==> src/rtl/ines_loader_if.sv <==
// ines_loader_if: byte-stream handshake plus ROM programming write port.
//   byte_valid / byte_data : image byte offered by the source
//   byte_ready             : loader takes the byte this cycle
//   wr_en / wr_addr / wr_data : registered ROM write strobe, byte address, data
// Modports: master = source/ROM side (testbench), slave = loader.
interface ines_loader_if;
    logic        byte_valid;
    logic [7:0]  byte_data;
    logic        byte_ready;
    logic        wr_en;
    logic [14:0] wr_addr;
    logic [7:0]  wr_data;

    modport master (
        output byte_valid, byte_data,
        input  byte_ready, wr_en, wr_addr, wr_data
    );

    modport slave (
        input  byte_valid, byte_data,
        output byte_ready, wr_en, wr_addr, wr_data
    );
endinterface

==> src/rtl/ines_loader.sv <==
// ines_loader: streams an NROM iNES image into the cartridge ROM, validating
// the 16-byte header on the fly, and holds the CPU in reset until the whole
// image is written.
// Ports:
//   cpu_clk, rst : clock, asynchronous active-high reset
//   start        : single-cycle pulse, begins/restarts a load (IDLE/DONE/ERROR)
//   bus          : byte stream in + ROM write port out (ines_loader_if.slave)
//   busy         : loading (HEADER or PAYLOAD)
//   done         : valid image fully written
//   error        : load aborted; err_code = 0 magic, 1 banks, 2 mapper/trainer,
//                  3 timeout
//   cpu_hold     : CPU reset hold, low only once the image is complete
module ines_loader #(
    parameter int ROM_BYTES      = 'h6010,
    parameter int PRG_BANKS      = 1,
    parameter int CHR_BANKS      = 1,
    parameter int TIMEOUT_CYCLES = 1000000
) (
    input  logic         cpu_clk,
    input  logic         rst,
    input  logic         start,
    ines_loader_if.slave bus,
    output logic         busy,
    output logic         done,
    output logic         error,
    output logic [1:0]   err_code,
    output logic         cpu_hold
);
    typedef enum logic [2:0] {
        S_IDLE, S_HEADER, S_PAYLOAD, S_DONE, S_ERROR
    } state_t;

    localparam int            TW       = (TIMEOUT_CYCLES > 1) ? $clog2(TIMEOUT_CYCLES + 1) : 1;
    localparam bit            TMO_EN   = (TIMEOUT_CYCLES > 0);
    // The limit is hit on the idle cycle that would make the count reach
    // TIMEOUT_CYCLES, so a transfer on that same cycle can still win.
    localparam logic [TW-1:0] TMO_LAST = TW'((TIMEOUT_CYCLES > 0) ? TIMEOUT_CYCLES - 1 : 0);
    localparam logic [14:0]   OFF_LAST = 15'(ROM_BYTES - 1);

    state_t        state_q, state_d;
    logic [14:0]   off_q, off_d;
    logic [TW-1:0] tmo_q, tmo_d;
    logic [1:0]    code_q, code_d;
    logic          wr_en_q, wr_en_d;
    logic [14:0]   wr_addr_q, wr_addr_d;
    logic [7:0]    wr_data_q, wr_data_d;

    logic          xfer;
    logic          tmo_hit;
    logic          chk_fail;
    logic [1:0]    chk_code;

    assign xfer    = bus.byte_valid & busy;
    assign tmo_hit = TMO_EN && (tmo_q == TMO_LAST);

    // Header rule for the byte currently offered; only meaningful in HEADER,
    // where off_q is 0..15.
    always_comb begin
        chk_fail = 1'b0;
        chk_code = 2'd0;
        if (state_q == S_HEADER) begin
            case (off_q[3:0])
                4'd0: chk_fail = (bus.byte_data != 8'h4E);
                4'd1: chk_fail = (bus.byte_data != 8'h45);
                4'd2: chk_fail = (bus.byte_data != 8'h53);
                4'd3: chk_fail = (bus.byte_data != 8'h1A);
                4'd4: begin
                    chk_fail = (bus.byte_data != 8'(PRG_BANKS));
                    chk_code = 2'd1;
                end
                4'd5: begin
                    chk_fail = (bus.byte_data != 8'(CHR_BANKS));
                    chk_code = 2'd1;
                end
                4'd6: begin
                    chk_fail = (|bus.byte_data[7:4]) | bus.byte_data[2];
                    chk_code = 2'd2;
                end
                4'd7: begin
                    chk_fail = |bus.byte_data[7:4];
                    chk_code = 2'd2;
                end
                default: chk_fail = 1'b0;
            endcase
        end
    end

    // FSM: state register
    always_ff @(posedge cpu_clk or posedge rst) begin
        if (rst) begin
            state_q <= S_IDLE;
            code_q  <= 2'd0;
        end else begin
            state_q <= state_d;
            code_q  <= code_d;
        end
    end

    // FSM: next state
    always_comb begin
        state_d = state_q;
        code_d  = code_q;
        case (state_q)
            S_IDLE: begin
                if (start) state_d = S_HEADER;
            end
            S_HEADER: begin
                if (xfer) begin
                    if (chk_fail) begin
                        state_d = S_ERROR;
                        code_d  = chk_code;
                    end else if (off_q == 15'd15) begin
                        state_d = S_PAYLOAD;
                    end
                end else if (tmo_hit) begin
                    state_d = S_ERROR;
                    code_d  = 2'd3;
                end
            end
            S_PAYLOAD: begin
                if (xfer) begin
                    if (off_q == OFF_LAST) state_d = S_DONE;
                end else if (tmo_hit) begin
                    state_d = S_ERROR;
                    code_d  = 2'd3;
                end
            end
            S_DONE, S_ERROR: begin
                if (start) begin
                    state_d = S_HEADER;
                    code_d  = 2'd0;
                end
            end
            default: state_d = S_IDLE;
        endcase
    end

    // FSM: outputs
    always_comb begin
        busy     = (state_q == S_HEADER) || (state_q == S_PAYLOAD);
        done     = (state_q == S_DONE);
        error    = (state_q == S_ERROR);
        cpu_hold = (state_q != S_DONE);
        err_code = code_q;
    end

    // Offset / idle counters and the registered ROM write
    always_comb begin
        off_d     = off_q;
        tmo_d     = tmo_q;
        wr_en_d   = 1'b0;
        wr_addr_d = wr_addr_q;
        wr_data_d = wr_data_q;
        if (state_d == S_HEADER && state_q != S_HEADER) begin
            off_d = '0;
            tmo_d = '0;
        end else if (xfer) begin
            tmo_d = '0;
            off_d = off_q + 15'd1;
            // A byte that breaks a header rule is accepted but never written.
            if (!chk_fail) begin
                wr_en_d   = 1'b1;
                wr_addr_d = off_q;
                wr_data_d = bus.byte_data;
            end
        end else if (busy) begin
            tmo_d = tmo_q + 1'b1;
        end
    end

    always_ff @(posedge cpu_clk or posedge rst) begin
        if (rst) begin
            off_q     <= '0;
            tmo_q     <= '0;
            wr_en_q   <= 1'b0;
            wr_addr_q <= '0;
            wr_data_q <= '0;
        end else begin
            off_q     <= off_d;
            tmo_q     <= tmo_d;
            wr_en_q   <= wr_en_d;
            wr_addr_q <= wr_addr_d;
            wr_data_q <= wr_data_d;
        end
    end

    assign bus.byte_ready = busy;
    assign bus.wr_en      = wr_en_q;
    assign bus.wr_addr    = wr_addr_q;
    assign bus.wr_data    = wr_data_q;
endmodule
==> src/flat_wrapper.sv <==
// flat-port wrapper written by rule: the top's interface ports become plain ports
module ines_loader_flat 
#(
    parameter int ROM_BYTES      = 'h6010,
    parameter int PRG_BANKS      = 1,
    parameter int CHR_BANKS      = 1,
    parameter int TIMEOUT_CYCLES = 1000000
)
  (cpu_clk, rst, start, busy, done, error, err_code, cpu_hold, bus_byte_valid, bus_byte_data, bus_byte_ready, bus_wr_en, bus_wr_addr, bus_wr_data);
  ines_loader_if bus_i ();
  input  logic cpu_clk;
  input  logic rst;
  input  logic start;
  output logic busy;
  output logic done;
  output logic error;
  output logic [1:0] err_code;
  output logic cpu_hold;
  input wire logic [$bits(bus_i.byte_valid)-1:0] bus_byte_valid;
  input wire logic [$bits(bus_i.byte_data)-1:0] bus_byte_data;
  output wire logic [$bits(bus_i.byte_ready)-1:0] bus_byte_ready;
  output wire logic [$bits(bus_i.wr_en)-1:0] bus_wr_en;
  output wire logic [$bits(bus_i.wr_addr)-1:0] bus_wr_addr;
  output wire logic [$bits(bus_i.wr_data)-1:0] bus_wr_data;
  assign bus_i.byte_valid = bus_byte_valid;
  assign bus_i.byte_data = bus_byte_data;
  assign bus_byte_ready = bus_i.byte_ready;
  assign bus_wr_en = bus_i.wr_en;
  assign bus_wr_addr = bus_i.wr_addr;
  assign bus_wr_data = bus_i.wr_data;
  ines_loader #(.ROM_BYTES(ROM_BYTES), .PRG_BANKS(PRG_BANKS), .CHR_BANKS(CHR_BANKS), .TIMEOUT_CYCLES(TIMEOUT_CYCLES)) u_core (.cpu_clk(cpu_clk), .rst(rst), .start(start), .bus(bus_i), .busy(busy), .done(done), .error(error), .err_code(err_code), .cpu_hold(cpu_hold));
endmodule
==> config.mk <==
export PLATFORM = sky130hd
export DESIGN_NAME = ines_loader_flat
export DESIGN_NICKNAME = d
export VERILOG_FILES = /design/src/rtl/ines_loader_if.sv /design/src/rtl/ines_loader.sv /design/src/flat_wrapper.sv
export SDC_FILE = /design/constraint.sdc
export NUM_CORES = 1
export LEC_CHECK = 0
export CAP_MARGIN = 15
export CORE_UTILIZATION = 50
export CTS_CLUSTER_SIZE = 12
export DETAILED_ROUTE_END_ITERATION = 8
export MAX_ROUTING_LAYER = met4
export PLACE_DENSITY = 0.76
export SYNTH_ARGS = -nofsm -noshare
export SYNTH_HDL_FRONTEND = slang
export SYNTH_SLANG_ARGS = --single-unit
==> constraint.sdc <==
create_clock -name cpu_clk -period 4.25 [get_ports cpu_clk]
set_input_delay 0.85 -clock cpu_clk [delete_from_list [all_inputs] [get_ports cpu_clk]]
set_output_delay 0.85 -clock cpu_clk [all_outputs]
set_load 0.02 [all_outputs]
==> results.json, run 1 <==
{
  "use_met2_pct": 36.50,
  "slew_viol_final": 0,
  "layout_min_cycle_time_ps": 3432,
  "cts_inserted_buffers": 9,
  "synth_cell_types": 58,
  "dpl.hpwl_microns": 5578,
  "ys_ff_latch": 64,
  "rows": 30,
  "grt_pass1_vias": 2909,
  "yosysTopAreaCellShare_pct": 43.49,
  "yosys_warnings": 0,
  "grtUsageTotal_pct": 24.91,
  "overflow": 0,
  "finalInstanceArea_sq_um": 4353,
  "hold_path_class": "reg -> reg",
  "avgSynthCellArea_sq_um": 9.564,
  "cts_resized": 0,
  "power.leakage_nw": 1.877,
  "setup.worst_path.start_class": "flip-flop",
  "path_max_fanout": 18,
  "drive_gt1_share_pct": 11.76,
  "pre_cts_ws_ps": 751.6,
  "syn_area_sq_um": 3682,
  "clock_path_buffers": 2,
  "reg2reg_setup_slack_ps": 1010,
  "synth_edf_count": 0,
  "area_growth_syn_to_layout_pct": 18.21,
  "synth_flop_cell": "dfrtp_1",
  "synth_most_common_cell": "dfrtp_1",
  "fmax_mhz": 291.4,
  "cts_setup_buffers": 0,
  "worstPathCellList": "nand2b_1, a21o_1, buf_4, inv_1, clkdlybuf4s50_1",
  "routed_wl_microns": 8425,
  "slew_headroom_pct": 32.83,
  "placed_area_sq_um": 4148,
  "cts_hold_buf": 0,
  "drv_cap": 0,
  "ctsHtreeMaxLevel": 3,
  "cts_root_buf": "clkbuf_8",
  "numPortBuffers": 42,
  "clk_latency_ps": 350,
  "initial_core_util_pct": 53.03,
  "clkTransAtPathRegs_ps": 80,
  "cp_data_required_time_ps": 3400,
  "vias_per_cell": 6.000,
  "rsz0062_at_grt": "no",
  "critPathMaxStageDelay_ps": 690,
  "wl_per_cell_microns": 16.17,
  "drc": 0,
  "gp_congestion": 0.8699,
  "antenna_found_initial": 0,
  "met3_usage_pct": 3.487,
  "yosysTopAreaCell": "dfrtp_1",
  "die_y_microns": 87.82,
  "grt_max_degree": 49,
  "syn_inst": 385,
  "drt_iter0_markers": 268,
  "crit_slowest_cell": "clkdlybuf4s50_1",
  "die_x_microns": 87.82,
  "top_usage_layer": "met2",
  "cp.arrival_ps": 2580,
  "num_antenna_cells": 0,
  "setup_tns_ps": 0,
  "peakVddDrop_v": 0.0002042,
  "ys_seq_area_share_pct": 43.49,
  "p_per_area_nw_per_um2": 435.2,
  "cts.sinks": 64,
  "synth_nets": 402,
  "core_sq_um": 6944,
  "finalHoldViolCount": 0,
  "layout.nets": 437,
  "synthTopCellsByCount": "dfrtp_1 (64), nor2_1 (48), nand2_1 (29)",
  "synthArstFlopShare_pct": 100.0,
  "skew_ps": 9.705,
  "yosys-top-cells-area": "dfrtp_1 (43%), mux2_4 (6.9%), nor2_1 (4.9%)",
  "num_vias": 3126,
  "grt_use_met1_pct": 34.46,
  "cts_tree": "built",
  "grt_pass1_wl_microns": 14210,
  "outcome": "finished clean",
  "io_pins": 43,
  "final-setup-viol-count": 0,
  "fin_ws_ps": 818.5,
  "worstSetupPathType": "reg -> out",
  "worstMarginPinSlew_ps": 1006,
  "firstDrtPassIters": 5,
  "final_core_util_pct": 62.68,
  "setup.worst_path.end_class": "output port",
  "fin_crit_sh_pct": 80.74,
  "finalPower_mw": 1.894,
  "dieArea_sq_um": 7711,
  "antenna_left": 0
}
==> cells in the final DEF (no fill, tap or decap), drive strengths merged, types with 3 or more instances in the layout <==
cell,instances
ha,5
clkdlybuf4s50,42
mux2,23
xnor2,6
mux2i,4
nand4,7
nand2,29
o21ai,22
and3,12
buf,7
nand4b,5
nand2b,5
nor2,48
a21oi,29
inv,12
dfrtp,64
or4,6
nor3,9
clkbuf,10
nand3,7
a211oi,3
a31oi,6
xor2,11
a21o,4
o21bai,3
nor4,5
nand3b,3
o22a,3
==> stage by stage <==
step | hold slack [ps] | instances
2_1_floorplan | 504.9 | 385
3_3_place_gp | 471.7 | 505
3_5_place_dp | 478.4 | 505
4_1_cts | 494.9 | 521
5_1_grt | 523.3 | 521
6_report | 490.4 | 521
==> critical path, delay by kind of cell (launching register included) <==
kind / cells / cell delay (ps)
AOI/OAI and AO/OA: 1 / 210
DFF: 1 / 530
buffers and inverters: 3 / 1210
and+or+nand+nor: 1 / 280
==> logic make-up (layout without fill, tap and decap cells) <==
family / after synthesis / after routing / share of synthesized area [%]
AND/OR/NAND/NOR: 148 / 148 / 20.49
multiplexers: 27 / 27 / 9.854
flip-flops: 64 / 64 / 43.49
XOR/XNOR: 17 / 17 / 4.043
adder cells (fa/ha/maj): 5 / 5 / 1.699
AO/OA/AOI/OAI: 88 / 88 / 15.73
buffers and inverters: 36 / 76 / 4.689
==> report_power, final <==
part	total, mW	internal [mW]	leakage, nW	switching [mW]
Sequential	0.738	0.676	0.871	0.0619
Clock	0.544	0.289	0.0989	0.256
Combinational	0.612	0.286	0.907	0.326
==> layout make-up <==
type / count / area (sq um)
sequential: 64 / 1602
tap: 96 / 120.1
clock buffer: 10 / 137.6
fill: 593 / 2591
timing repair buffer: 49 / 473.0
multi-input combinational: 285 / 1912
clock inverter: 6 / 67.56
inverter: 11 / 41.29
==> flip-flops by register name, summed over array words and instances (netlist names) <==
register            cells
u_core.off_q           15
u_core.err_code         2
u_core.bus.wr_addr     15
u_core.bus.wr_data      8
u_core.bus.wr_en        1
u_core.tmo_q           20
u_core.state_q          3
==> worst paths after layout <==
kind | startpoint | end | cells past startpoint
min | u_core.bus.wr_data[7] | u_core.bus.wr_data[7] | 1
max in group asynchronous | rst | u_core.bus.wr_data[2] | 3
max | u_core.state_q[1] | busy | 5
min in group asynchronous | rst | u_core.tmo_q[0] | 2
max reg2reg | u_core.off_q[0] | u_core.bus.wr_addr[12] | 9
min reg2reg | u_core.bus.wr_data[7] | u_core.bus.wr_data[7] | 1
==> layer usage <==
layer / vias up / part of all wire (%)
met1: 1546 / 47
met3: 12 / 5.6
met5: - / 0
met4: 0 / 1.5
met2: 114 / 46
li1: 1454 / -
Power figures use the tool's default switching activity.
==> run 2: changes to the inputs <==
--- a/config.mk
+++ b/config.mk
@@ -10,7 +10,7 @@
 export CTS_CLUSTER_SIZE = 12
 export DETAILED_ROUTE_END_ITERATION = 8
 export MAX_ROUTING_LAYER = met4
-export PLACE_DENSITY = 0.76
+export PLACE_DENSITY = 0.79
 export SYNTH_ARGS = -nofsm -noshare
 export SYNTH_HDL_FRONTEND = slang
 export SYNTH_SLANG_ARGS = --single-unit
==> constraint.sdc (replaced) <==
create_clock -name cpu_clk -period 3 [get_ports cpu_clk]
set_input_delay 0.6 -clock cpu_clk [delete_from_list [all_inputs] [get_ports cpu_clk]]
set_output_delay 0.6 -clock cpu_clk [all_outputs]
set_load 0.02 [all_outputs]
==> results.json, run 2 (synthesis gave the netlist of run 1 again) <==
{
  "whs_path_depth": 1,
  "p_per_area_nw_per_um2": 602.1,
  "fmax_mhz": 351.1,
  "cts_inserted_buffers": 9,
  "fin_crit_sh_pct": 94.95,
  "drt_iter0_markers": 208,
  "dp_cells": 525,
  "drive_gt1_share_pct": 16.40,
  "rows": 30,
  "routed_wl_microns": 8590,
  "largest_reg_flops": 20,
  "finalPower_mw": 2.712,
  "io_pins": 43,
  "peakVddDrop_v": 0.0002803,
  "clkTransAtPathRegs_ps": 80,
  "clock_path_buffers": 2,
  "outcome": "finished clean",
  "dieArea_sq_um": 7711,
  "cts_hold_buf": 0,
  "finalHoldViolCount": 0,
  "dpl.hpwl_microns": 5841,
  "grtUsageTotal_pct": 25.28,
  "vias_per_cell": 5.795,
  "clk_latency_ps": 350,
  "antenna_left": 0,
  "finalInstanceArea_sq_um": 4504,
  "drc": 0,
  "drv_cap": 0,
  "grt_max_degree": 32,
  "overflow": 0,
  "setup_tns_ps": 0,
  "regMostFlops": "u_core.tmo_q",
  "area_growth_syn_to_layout_pct": 22.32,
  "setup.worst_path.end_class": "flip-flop",
  "worstMarginPinSlew_ps": 614.9,
  "power.leakage_nw": 1.975,
  "initial_core_util_pct": 53.03,
  "core_sq_um": 6944,
  "rsz0062_at_grt": "no",
  "hold_path_class": "reg -> reg",
  "grt_pass1_vias": 2983,
  "ff2ff_path_depth": 10,
  "cts_root_buf": "clkbuf_8",
  "die_x_microns": 87.82,
  "grt_pass1_wl_microns": 14430,
  "firstDrtPassIters": 5,
  "path_max_fanout": 10,
  "setup.worst_path.start_class": "flip-flop",
  "layout_commonest_cell": "dfrtp_1",
  "cts.sinks": 64,
  "skew_ps": 10.43,
  "antenna_found_initial": 0,
  "final_cell_mix": "dfrtp_1 (64), nor2_1 (48), clkdlybuf4s50_1 (42)",
  "num_antenna_cells": 0,
  "wl_per_cell_microns": 15.88,
  "cts_setup_buffers": 0,
  "slew_headroom_pct": 58.63,
  "ctsHtreeMaxLevel": 3,
  "numPortBuffers": 42,
  "final-setup-viol-count": 0,
  "cts_tree": "built",
  "cp_data_required_time_ps": 3240,
  "placed_area_sq_um": 4298,
  "stdcell_count": 541,
  "layout_min_cycle_time_ps": 2848,
  "die_y_microns": 87.82,
  "layout.nets": 457,
  "cp.arrival_ps": 3080,
  "worstSetupPathType": "reg -> reg",
  "num_vias": 3135,
  "slew_viol_final": 0,
  "gp_congestion": 0.9396
}
==> run 2: critical path: stages (launching register included) <==
cell and delay (ps):
dfrtp_1 400, inv_1 90, ha_1 230, buf_4 170
mux2i_1 170, mux2i_1 240, o2111ai_1 210, a2111oi_4 380
o31a_1 240, buf_4 250, mux2_1 340
==> run 2: what timing repair did <==
action | CTS | global route
gates resized for setup | 0 | 3
endpoints found under the setup margin | 0 | 24
endpoints found under the hold margin | 0 | 0
==> run 2: final timing paths <==
kind                                        from  slack (ps)                    end
max reg2reg                      u_core.off_q[0]         150  u_core.bus.wr_data[7]
max in group asynchronous                    rst        1640  u_core.bus.wr_data[1]
min reg2reg                u_core.bus.wr_data[7]         490  u_core.bus.wr_data[7]
max                              u_core.off_q[0]         150  u_core.bus.wr_data[7]
min in group asynchronous                    rst         640        u_core.off_q[9]
min                        u_core.bus.wr_data[7]         490  u_core.bus.wr_data[7]
==> run 2: area by class of cell <==
cell class / instances / area [sq um]
clock buffer: 9 / 123.9
clock inverter: 7 / 72.57
fill: 528 / 2440
inverter: 11 / 41.29
multi-input combinational: 285 / 1922
sequential: 64 / 1602
tap: 96 / 120.1
timing repair buffer: 69 / 623.1
==> run 2: metal layers <==
| metal | track usage (%) | wire length (microns) | vias up |
|---|---|---|---|
| met4 | 12.22 | 163 | 0 |
| met1 | 33.90 | 3955 | 1522 |
| met2 | 36.43 | 4007 | 109 |
| met5 | - | 0 | - |
| li1 | - | - | 1488 |
| met3 | 5.184 | 464 | 16 |
==> run 2: metrics by stage <==
step,utilization [%],worst slack [ps],hold slack [ps]
after global placement,61.89,-57.61,469.2
final,64.86,151.5,489.8
after detailed placement,61.89,-122.3,473.7
after floorplan,-,70.55,504.9
after CTS,64.72,78.87,490.8
after global routing,64.86,7.952,512.2
==> run 2: where the power goes <==
group | switching [mW] | total (mW) | internal [mW]
registers | 0.0733 | 1.03 | 0.958
clock network | 0.357 | 0.740 | 0.383
logic | 0.490 | 0.941 | 0.451
total | 0.921 | 2.71 | 1.79
==> run 3: changes to the inputs <==
--- a/config.mk
+++ b/config.mk
@@ -5,6 +5,7 @@
 export SDC_FILE = /design/constraint.sdc
 export NUM_CORES = 1
 export LEC_CHECK = 0
+export ABC_AREA = 0
 export CAP_MARGIN = 15
 export CORE_UTILIZATION = 50
 export CTS_CLUSTER_SIZE = 12
==> results of run 3 <==
Same layout as run 2: the final DEF is identical, and so are final timing and power.
